[config.mk]
export PLATFORM = sky130hd
export DESIGN_NAME = occupancy_setpoint_ramp_flat
export DESIGN_NICKNAME = d
export VERILOG_FILES = /design/src/rtl/occupancy_setpoint_ramp_pkg.sv /design/src/rtl/occupancy_setpoint_ramp_if.sv /design/src/rtl/occupancy_setpoint_ramp_bin2bcd_99.sv /design/src/rtl/occupancy_setpoint_ramp.sv /design/src/flat_wrapper.sv
export SDC_FILE = /design/constraint.sdc
export NUM_CORES = 1
export LEC_CHECK = 0
export CORE_MARGIN = 2
export CORE_UTILIZATION = 54
export DETAILED_ROUTE_END_ITERATION = 12
export GPL_TIMING_DRIVEN = 0
export PLACE_DENSITY = 0.69
export REMOVE_ABC_BUFFERS = 1
export SYNTH_ARGS = -nofsm -noshare
export SYNTH_HDL_FRONTEND = slang
export SYNTH_SLANG_ARGS = --single-unit
[constraint.sdc]
create_clock -name clk -period 11 [get_ports clk]
set_input_delay 1.1 -clock clk [delete_from_list [all_inputs] [get_ports clk]]
set_output_delay 1.1 -clock clk [all_outputs]
set_load 0.05 [all_outputs]
[src/rtl/occupancy_setpoint_ramp_pkg.sv]
// occupancy_pkg: shared types and helpers for the occupancy setpoint ramp.
//   state_t   - setpoint FSM states (OFF / IDLE / RAMP)
//   bcd_t     - one BCD digit
//   band_edge - lowest person count of band k (k >= 1)
package occupancy_pkg;

    typedef enum logic [1:0] {ST_OFF, ST_IDLE, ST_RAMP} state_t;

    typedef logic [3:0] bcd_t;

    // "edge" is a reserved word, hence band_edge.
    function automatic int band_edge(input int k, input int first_edge, input int band_step);
        return first_edge + (k - 1) * band_step;
    endfunction

endpackage

[src/rtl/occupancy_setpoint_ramp_if.sv]
// occupancy_setpoint_ramp_if: panel/occupancy inputs and setpoint outputs.
//   selector     - panel mode, sampling only at the block's select code
//   person_tens  - BCD tens of occupancy
//   person_ones  - BCD ones of occupancy
//   temp_tens    - BCD tens of current setpoint
//   temp_ones    - BCD ones of current setpoint
//   settled      - setpoint equals target (not ramping)
//   bcd_error    - sticky invalid-digit flag
// master drives the occupancy side, slave is the setpoint block.
interface occupancy_setpoint_ramp_if;
    import occupancy_pkg::*;

    logic [7:0] selector;
    bcd_t       person_tens;
    bcd_t       person_ones;
    bcd_t       temp_tens;
    bcd_t       temp_ones;
    logic       settled;
    logic       bcd_error;

    modport master (
        output selector, person_tens, person_ones,
        input  temp_tens, temp_ones, settled, bcd_error
    );

    modport slave (
        input  selector, person_tens, person_ones,
        output temp_tens, temp_ones, settled, bcd_error
    );
endinterface

[src/rtl/occupancy_setpoint_ramp_bin2bcd_99.sv]
// bin2bcd_99: combinational 7-bit binary to two BCD digits, saturating at 99.
//   bin  - binary input 0..127
//   tens - BCD tens digit
//   ones - BCD ones digit
module bin2bcd_99
    import occupancy_pkg::*;
(
    input  logic [6:0] bin,
    output bcd_t       tens,
    output bcd_t       ones
);
    logic [6:0] sat;

    always_comb begin
        sat  = (bin > 7'd99) ? 7'd99 : bin;
        tens = 4'(sat / 7'd10);
        ones = 4'(sat % 7'd10);
    end
endmodule

[src/rtl/occupancy_setpoint_ramp.sv]
// occupancy_setpoint_ramp: samples a BCD person count, classifies it into
// occupancy bands with hysteresis and drives a BCD temperature setpoint
// toward the band target.
//   clk - system clock, rising edge
//   rst - synchronous active-high reset
//   bus - occupancy_setpoint_ramp_if.slave (selector, person digits in;
//         temp digits, settled, bcd_error out)
// Pipeline: count -> band/target -> cur (FSM) -> BCD output register.
// Build option OCCUPANCY_SETPOINT_RAMP_EN: when defined, the setpoint walks
// one degree every RAMP_DIV cycles; otherwise it follows the target directly.
module occupancy_setpoint_ramp
    import occupancy_pkg::*;
#(
    parameter int SELECT_CODE = 3,
    parameter int NUM_BANDS   = 4,
    parameter int FIRST_EDGE  = 15,
    parameter int BAND_STEP   = 10,
    parameter int HYST        = 2,
    parameter int BASE_TEMP   = 26,
    parameter int TEMP_STEP   = 2,
    parameter int RAMP_DIV    = 50_000_000
) (
    input  logic                      clk,
    input  logic                      rst,
    occupancy_setpoint_ramp_if.slave  bus
);

    if (NUM_BANDS < 1 || NUM_BANDS > 8 || RAMP_DIV < 1) begin : g_bad_cfg
        $error("occupancy_setpoint_ramp: unsupported parameter set");
    end

    // ---------------- stage S: sample ----------------
    logic [6:0] count;
    logic       bcd_error;
    logic       digits_ok;

    assign digits_ok = (bus.person_tens <= 4'd9) && (bus.person_ones <= 4'd9);

    always_ff @(posedge clk) begin
        if (rst) begin
            count     <= '0;
            bcd_error <= 1'b0;
        end else if (bus.selector == 8'(SELECT_CODE)) begin
            if (digits_ok)
                count <= 7'(bus.person_tens) * 7'd10 + 7'(bus.person_ones);
            else
                bcd_error <= 1'b1;
        end
    end

    // ---------------- stage B: band with hysteresis ----------------
    function automatic logic [2:0] raw_band(input int c);
        int b;
        if (c < FIRST_EDGE) b = 0;
        else                b = 1 + (c - FIRST_EDGE) / BAND_STEP;
        if (b > NUM_BANDS - 1) b = NUM_BANDS - 1;
        return 3'(b);
    endfunction

    logic [2:0] band, band_nxt, raw;
    logic [6:0] target;

    always_comb begin
        raw      = raw_band(int'(count));
        band_nxt = band;
        if (count == '0)
            band_nxt = '0;
        // target==0 means OFF: leaving OFF takes the raw band, no hysteresis
        else if (target == '0 || raw > band)
            band_nxt = raw;
        // drop only once clearly below the current band's edge; landing on
        // raw(count+HYST) keeps the new band from sitting right on its edge
        else if (raw < band &&
                 int'(count) < band_edge(int'(band), FIRST_EDGE, BAND_STEP) - HYST)
            band_nxt = raw_band(int'(count) + HYST);
    end

    always_ff @(posedge clk) begin
        if (rst) begin
            band   <= '0;
            target <= '0;
        end else begin
            band   <= band_nxt;
            target <= (count == '0) ? 7'd0
                                    : 7'(BASE_TEMP - int'(band_nxt) * TEMP_STEP);
        end
    end

    // ---------------- setpoint FSM ----------------
    state_t     state;
    logic [6:0] cur;
    logic       settled;

`ifdef OCCUPANCY_SETPOINT_RAMP_EN
    localparam int TW = (RAMP_DIV > 1) ? $clog2(RAMP_DIV) : 1;

    logic [TW-1:0] tick_cnt;
    logic          tick;

    assign tick = (tick_cnt == TW'(RAMP_DIV - 1));

    always_ff @(posedge clk) begin
        if (rst) begin
            state    <= ST_OFF;
            cur      <= '0;
            tick_cnt <= '0;
            settled  <= 1'b1;
        end else begin
            case (state)
                ST_OFF: begin
                    if (target != '0) begin
                        cur   <= target;
                        state <= ST_IDLE;
                    end
                end
                ST_IDLE: begin
                    if (target == '0) begin
                        cur   <= '0;
                        state <= ST_OFF;
                    end else if (target != cur) begin
                        tick_cnt <= '0;
                        state    <= ST_RAMP;
                        settled  <= 1'b0;
                    end
                end
                ST_RAMP: begin
                    tick_cnt <= tick ? '0 : tick_cnt + 1'b1;
                    if (target == '0) begin
                        cur     <= '0;
                        state   <= ST_OFF;
                        settled <= 1'b1;
                    end else if (cur == target) begin
                        state   <= ST_IDLE;
                        settled <= 1'b1;
                    end else if (tick) begin
                        // direction taken per tick so a retarget redirects the walk
                        cur <= (target > cur) ? cur + 7'd1 : cur - 7'd1;
                    end
                end
                default: begin
                    cur     <= '0;
                    state   <= ST_OFF;
                    settled <= 1'b1;
                end
            endcase
        end
    end
`else
    always_ff @(posedge clk) begin
        if (rst) begin
            state <= ST_OFF;
            cur   <= '0;
        end else begin
            cur   <= target;
            state <= (target == '0) ? ST_OFF : ST_IDLE;
        end
    end

    assign settled = 1'b1;
`endif

    // ---------------- output stage ----------------
    bcd_t tens_c, ones_c, temp_tens, temp_ones;

    bin2bcd_99 u_bcd (
        .bin  (cur),
        .tens (tens_c),
        .ones (ones_c)
    );

    always_ff @(posedge clk) begin
        if (rst) begin
            temp_tens <= '0;
            temp_ones <= '0;
        end else begin
            temp_tens <= tens_c;
            temp_ones <= ones_c;
        end
    end

    assign bus.temp_tens = temp_tens;
    assign bus.temp_ones = temp_ones;
    assign bus.settled   = settled;
    assign bus.bcd_error = bcd_error;

endmodule

[src/flat_wrapper.sv]
// flat-port wrapper written by rule: the top's interface ports become plain ports
module occupancy_setpoint_ramp_flat import occupancy_pkg::*;
#(
    parameter int SELECT_CODE = 3,
    parameter int NUM_BANDS   = 4,
    parameter int FIRST_EDGE  = 15,
    parameter int BAND_STEP   = 10,
    parameter int HYST        = 2,
    parameter int BASE_TEMP   = 26,
    parameter int TEMP_STEP   = 2,
    parameter int RAMP_DIV    = 50_000_000
)
  (clk, rst, bus_selector, bus_person_tens, bus_person_ones, bus_temp_tens, bus_temp_ones, bus_settled, bus_bcd_error);
  occupancy_setpoint_ramp_if bus_i ();
  input  logic clk;
  input  logic rst;
  input wire logic [$bits(bus_i.selector)-1:0] bus_selector;
  input wire logic [$bits(bus_i.person_tens)-1:0] bus_person_tens;
  input wire logic [$bits(bus_i.person_ones)-1:0] bus_person_ones;
  output wire logic [$bits(bus_i.temp_tens)-1:0] bus_temp_tens;
  output wire logic [$bits(bus_i.temp_ones)-1:0] bus_temp_ones;
  output wire logic [$bits(bus_i.settled)-1:0] bus_settled;
  output wire logic [$bits(bus_i.bcd_error)-1:0] bus_bcd_error;
  assign bus_i.selector = bus_selector;
  assign bus_i.person_tens = bus_person_tens;
  assign bus_i.person_ones = bus_person_ones;
  assign bus_temp_tens = bus_i.temp_tens;
  assign bus_temp_ones = bus_i.temp_ones;
  assign bus_settled = bus_i.settled;
  assign bus_bcd_error = bus_i.bcd_error;
  occupancy_setpoint_ramp #(.SELECT_CODE(SELECT_CODE), .NUM_BANDS(NUM_BANDS), .FIRST_EDGE(FIRST_EDGE), .BAND_STEP(BAND_STEP), .HYST(HYST), .BASE_TEMP(BASE_TEMP), .TEMP_STEP(TEMP_STEP), .RAMP_DIV(RAMP_DIV)) u_core (.clk(clk), .rst(rst), .bus(bus_i));
endmodule
==> results.json, run 1 <==
{
  "seq_power_share": 0.342,
  "worstReg2RegEnd": "u_core.target[3]$_SDFF_PP0_",
  "grt.overflow.total": 0,
  "highest_layer": "met4",
  "cts_setup_buffers": 0,
  "path_class": "flop to flop",
  "area_growth_syn_to_layout_pct": 5.67,
  "drt_first_pass_iters": 6,
  "finalSetupViolCount": 0,
  "drc": 0,
  "worstSetupEndpointType": "flop",
  "mostFrequentLayoutCells": "68 x nor2_1, 62 x nand2_1, 47 x a21oi_1",
  "cts_tree": "done",
  "finalPower_uw": 255,
  "die_h_um": 103,
  "drive_gt1_frac": 0.0803,
  "drt-met1-wl_um": 5910,
  "powerDensity_nw_per_um2": 45.9,
  "timing.rr.start": "u_core.count[2]$_SDFFE_PP0P_",
  "yosysSeqAreaShare": 0.0915,
  "hold_ws_ns": 0.472,
  "ff2ff_setup_slack_ns": 0.65,
  "worstPathMaxFanout": 27,
  "slew_headroom": 0.294,
  "fmax_mhz": 96.6,
  "status": "completed",
  "synth_cells": 732,
  "power.switching_uw": 78.6,
  "critPathBufInv": 3,
  "gp_congestion": 0.917,
  "grt_pass1_vias": 4892,
  "stdcell_area_um2": 5550,
  "ys_ff_latch": 24,
  "wl_per_cell_um": 15.9,
  "route.met2.wl_um": 6700,
  "diodes": 0,
  "whs_endpoint": "u_core.cur[4]$_SDFF_PP0_",
  "critPathLaunchType": "flop",
  "cts_max_path_buffers": 2,
  "htreeDepth": 1,
  "core_um2": 9330,
  "final_util": 0.595,
  "p_leak_nw": 2.19,
  "worstPathRequired_ns": 11.22,
  "max_stage_delay_ns": 0.61,
  "yosys_warnings": 0,
  "antenna_found_initial": 0,
  "cts.root.buffer_cell": "clkbuf_8",
  "fin_nets": 791,
  "clk_pin_slew_ns": 0.08,
  "clock_skew_ns": 0.00125,
  "drt_iter0_markers": 312,
  "comb_power_share": 0.355,
  "dp_slack_ns": -0.0995,
  "dp_hpwl_um": 10700,
  "path_common_cell": "ha_1",
  "grt_pass1_wl_um": 22200,
  "p_int_uw": 176,
  "final_hold_viol_count": 0,
  "rsz0062_at_grt": "false",
  "dieWidth_um": 103,
  "clk_latency_ns": 0.27,
  "p_sw_frac": 0.308,
  "nFillCells": 862,
  "reg2reg_depth": 37,
  "ant_nets": 0,
  "cts_buffers": 3,
  "worst_slack_ns": 0.650,
  "async_reset_ff_frac": 0,
  "cts-hold-fix-buffers": 0,
  "finalMaxSlewViolations": 0,
  "synth_cell_types": 93,
  "layout_commonest_cell": "nor2_1",
  "postPlaceCellArea_um2": 5450,
  "cap_violations": 0,
  "post-route-period-util": 0.941,
  "power.share.clock": 0.303,
  "synth_edf_count": 0,
  "worst_hold_path.num_cells": 1,
  "crit_family": "compound AO/OA/AOI/OAI gates",
  "avgSynthCellArea_um2": 7.17,
  "post-route-min-period_ns": 10.35,
  "grt_max_degree": 28,
  "grt_usage": 0.254,
  "wl_um": 13500,
  "num_rows": 35,
  "avgViaCountPerCell": 6.45,
  "vias": 5489,
  "hold_path_class": "flop to flop",
  "fp.dieArea_um2": 10500,
  "port_buffers": 23,
  "worstHoldStart": "u_core.target[4]$_SDFF_PP0_",
  "ys.flop_type": "dfxtp_1",
  "start_util": 0.563,
  "clock-sinks": 24,
  "worstMarginPinSlew_ns": 1.05,
  "crit_slowest_cell": "dfxtp_1",
  "peakVddDrop_uv": 68.0,
  "critPathArrivalTime_ns": 10.57,
  "netlist_area_um2": 5250,
  "met3_wirelength_um": 635,
  "io_pins": 28
}
-- metrics by stage --
stage / instances / TNS [ns]
after detailed placement: 847 / -0.118
after CTS: 851 / 0
after global routing: 851 / 0
after global placement: 847 / 0
final: 851 / 0
after floorplan: 695 / 0
-- registers in the layout (all words and copies together) (netlist names) --
name	count
u_core.bus.temp_ones	3
u_core.count	7
u_core.band	3
u_core.bus.temp_tens	2
u_core.cur	4
u_core.target	4
u_core.bus.bcd_error	1
-- repair_timing --
| action | 4_1_cts | 5_1_grt |
|---|---|---|
| gates resized for setup | 2 | 5 |
| pin swaps | 0 | 0 |
| endpoints found under the hold margin | 0 | 0 |
| endpoints found under the setup margin | 2 | 6 |
-- how the worst max path moves through the flow --
stage	depth (start not counted)	slack [ns]	to	startpoint
2_1_floorplan	36	1.82	u_core.target[3]$_SDFF_PP0_	u_core.count[3]$_SDFFE_PP0P_
3_3_place_gp	36	0.03	u_core.target[3]$_SDFF_PP0_	u_core.count[3]$_SDFFE_PP0P_
3_5_place_dp	36	-0.1	u_core.target[3]$_SDFF_PP0_	u_core.count[3]$_SDFFE_PP0P_
4_1_cts	36	0.27	u_core.target[3]$_SDFF_PP0_	u_core.count[3]$_SDFFE_PP0P_
5_1_grt	37	0.02	u_core.target[3]$_SDFF_PP0_	u_core.count[2]$_SDFFE_PP0P_
6_report	37	0.65	u_core.target[3]$_SDFF_PP0_	u_core.count[2]$_SDFFE_PP0P_
-- Yosys cell counts (all sizes together), types with 5 or more instances --
library cell	instances	share of area
clkbuf	22	0.016
nand2	62	0.044
a31oi	13	0.020
buf	17	0.023
mux2i	11	0.022
o211ai	13	0.020
and3	13	0.016
inv	31	0.022
xnor2	27	0.051
nand3	33	0.031
o21a	9	0.013
a21oi	47	0.045
dfxtp	24	0.092
mux2	5	0.011
a31o	5	0.0083
a22oi	6	0.0095
nor2	69	0.050
xor2	18	0.030
o22ai	9	0.012
ha	47	0.11
o31ai	6	0.0086
and2	16	0.020
a21o	6	0.0088
nor3	34	0.035
o2111ai	5	0.011
a211oi	8	0.011
nor4	8	0.012
nand4	17	0.020
nor2b	15	0.018
or2	8	0.0095
o21ai	45	0.044
nand2b	5	0.0060
or3	11	0.014
-- cells by family after synthesis --
group | count (synthesis) | synth area share
compound gates | 215 | 0.295
xor+xnor | 47 | 0.0894
fa+ha+maj | 54 | 0.131
buf+inv | 70 | 0.0608
flops | 24 | 0.0915
mux | 16 | 0.0324
other cells | 2 | 0.00143
simple gates | 304 | 0.298
-- power by group through the flow --
stage          sequential [mW]  clock (mW)  combinational (mW)
6_report                0.0871      0.0773              0.0904
5_1_grt                 0.0872      0.0812              0.0981
4_1_cts                 0.0871      0.0782              0.0863
3_5_place_dp            0.0892           0              0.0856
3_3_place_gp            0.0892           0              0.0843
2_1_floorplan           0.0893           0              0.0639
-- cell type report --
type	count	area [um^2]	share of cell area
inverter	31	120	0.0217
sequential	24	482	0.0868
clock buffer	3	41.3	0.00744
tap	129	161	0.0291
multi-input combinational	640	4480	0.808
timing repair buffer	23	230	0.0415
clock inverter	1	30.0	0.00541
-- layer usage --
metal | GRT usage | vias to the layer above
met4 | 0.0821 | 0
met1 | 0.308 | 2578
li1 | - | 2708
met3 | 0.0183 | 25
met5 | 0 | -
met2 | 0.473 | 178
Note: power is estimated with default switching activity, not from simulation.
==> run 2: changes to the inputs <==
--- a/config.mk
+++ b/config.mk
@@ -5,7 +5,7 @@
 export SDC_FILE = /design/constraint.sdc
 export NUM_CORES = 1
 export LEC_CHECK = 0
-export CORE_MARGIN = 2
+export CORE_MARGIN = 3
 export CORE_UTILIZATION = 54
 export DETAILED_ROUTE_END_ITERATION = 12
 export GPL_TIMING_DRIVEN = 0
==> run 2 against run 1 <==
Effect of this change: clock power down 36%; die area is 3.9% higher; critical path depth down 1; design area is 0.23% lower; total power shrank 11%; non-clock buffer count stayed put; critical endpoint unchanged.
==> results.json, run 2 (synthesis gave the netlist of run 1 again) <==
{
  "cts.root.buffer_cell": "clkbuf_8",
  "grt.overflow.total": 0,
  "max_stage_delay_ns": 0.60,
  "worst_slack_ns": 0.868,
  "area_growth_syn_to_layout_pct": 5.43,
  "cap_violations": 0,
  "antenna_found_initial": 0,
  "grt_pass1_wl_um": 23100,
  "peakVddDrop_uv": 82.5,
  "wl_per_cell_um": 16.0,
  "worstHoldStart": "u_core.target[4]$_SDFF_PP0_",
  "clock-sinks": 24,
  "crit_start": "u_core.count[2]$_SDFFE_PP0P_",
  "largest_register_ffs": 7,
  "p_leak_nw": 2.18,
  "timing.rr.start": "u_core.count[2]$_SDFFE_PP0P_",
  "worstSetupEndpointType": "flop",
  "critPathArrivalTime_ns": 10.33,
  "port_buffers": 23,
  "layout_commonest_cell": "nor2_1",
  "worstPathMaxFanout": 27,
  "die_h_um": 105,
  "start_util": 0.563,
  "cts_max_path_buffers": 2,
  "core_um2": 9330,
  "dp_hpwl_um": 10800,
  "reg.largest.list": "u_core.count (7), u_core.cur (4), u_core.target (4)",
  "final_util": 0.593,
  "worstMarginPinSlew_ns": 1.08,
  "post-route-period-util": 0.921,
  "dp_slack_ns": -0.0304,
  "grt_max_degree": 28,
  "dieWidth_um": 105,
  "num_rows": 35,
  "gp_congestion": 0.930,
  "critPathLaunchType": "flop",
  "path_class": "flop to flop",
  "final_hold_viol_count": 0,
  "hold_path_class": "flop to flop",
  "drt_iter0_markers": 365,
  "mostFrequentLayoutCells": "68 x nor2_1, 62 x nand2_1, 47 x a21oi_1",
  "grt_pass1_vias": 5086,
  "clk_latency_ns": 0.26,
  "cts-hold-fix-buffers": 0,
  "postPlaceCellArea_um2": 5450,
  "drc": 0,
  "io_pins": 28,
  "rsz0062_at_grt": "false",
  "slew_headroom": 0.274,
  "vias": 5418,
  "crit_slowest_cell": "dfxtp_1",
  "clk_pin_slew_ns": 0.08,
  "cts_setup_buffers": 0,
  "hold_ws_ns": 0.472,
  "cts_buffers": 3,
  "powerDensity_nw_per_um2": 40.9,
  "tns_ns": 0,
  "fin_nets": 791,
  "worstPathRequired_ns": 11.20,
  "wl_um": 13600,
  "fp.dieArea_um2": 10900,
  "post-route-min-period_ns": 10.13,
  "diodes": 0,
  "ff2ff_setup_slack_ns": 0.87,
  "status": "completed",
  "regMostFlops": "u_core.count",
  "drive_gt1_frac": 0.0832,
  "finalSetupViolCount": 0,
  "grt_usage": 0.240,
  "finalMaxSlewViolations": 0,
  "ant_nets": 0,
  "cts_tree": "done",
  "htreeDepth": 1,
  "fmax_mhz": 98.7,
  "avgViaCountPerCell": 6.37,
  "drt_first_pass_iters": 5,
  "stdcell_area_um2": 5540,
  "clock_skew_ns": 0.00421
}
[run 2: power breakdown]
part	switching [mW]	leakage (nW)	internal, mW
clock network	0.0252	0.0216	0.0244
registers	0.000218	0.194	0.0869
logic	0.0488	1.96	0.0406
total	0.0742	2.18	0.152
[run 2: layout make-up]
type	count	area (um^2)
Inverter	31	120
Timing Repair Buffer	23	230
Multi-Input combinational cell	640	4500
Fill cell	922	3790
Clock buffer	3	41.3
Tap cell	129	161
Sequential cell	24	482
[run 2: worst paths after layout]
kind,endpoint,depth (start not counted)
max,u_core.target[3]$_SDFF_PP0_,36
max reg2reg,u_core.target[3]$_SDFF_PP0_,36
min,u_core.cur[4]$_SDFF_PP0_,1
min reg2reg,u_core.cur[4]$_SDFF_PP0_,1
[run 2: critical path, delay by kind of cell (launching register included)]
| family | cells | cell delay, ns |
|---|---|---|
| AO/OA/AOI/OAI | 12 | 3.02 |
| XOR/XNOR | 1 | 0.13 |
| adder cells (fa/ha/maj) | 5 | 1.47 |
| buffers and inverters | 3 | 0.44 |
| flip-flops | 1 | 0.60 |
| multiplexers | 2 | 0.71 |
| AND/OR/NAND/NOR | 13 | 3.70 |
[run 2: layer usage]
layer	up-vias	GRT usage	part of all wire
met1	2516	0.295	0.44
li1	2697	-	-
met3	29	0.0154	0.044
met4	0	0.0619	0.017
met2	176	0.452	0.50
met5	-	0	0
[run 2: timing repair]
action                                  CTS  global route
endpoints found under the setup margin    2             6
resized for setup                         2            10
endpoints found under the hold margin     0             0
[run 2: per-stage QoR]
| stage | cells | power, mW |
|---|---|---|
| 3_5_place_dp | 847 | 0.175 |
| 3_3_place_gp | 847 | 0.173 |
| 4_1_cts | 850 | 0.225 |
| 2_1_floorplan | 695 | 0.153 |
| 5_1_grt | 850 | 0.240 |
| 6_report | 850 | 0.226 |
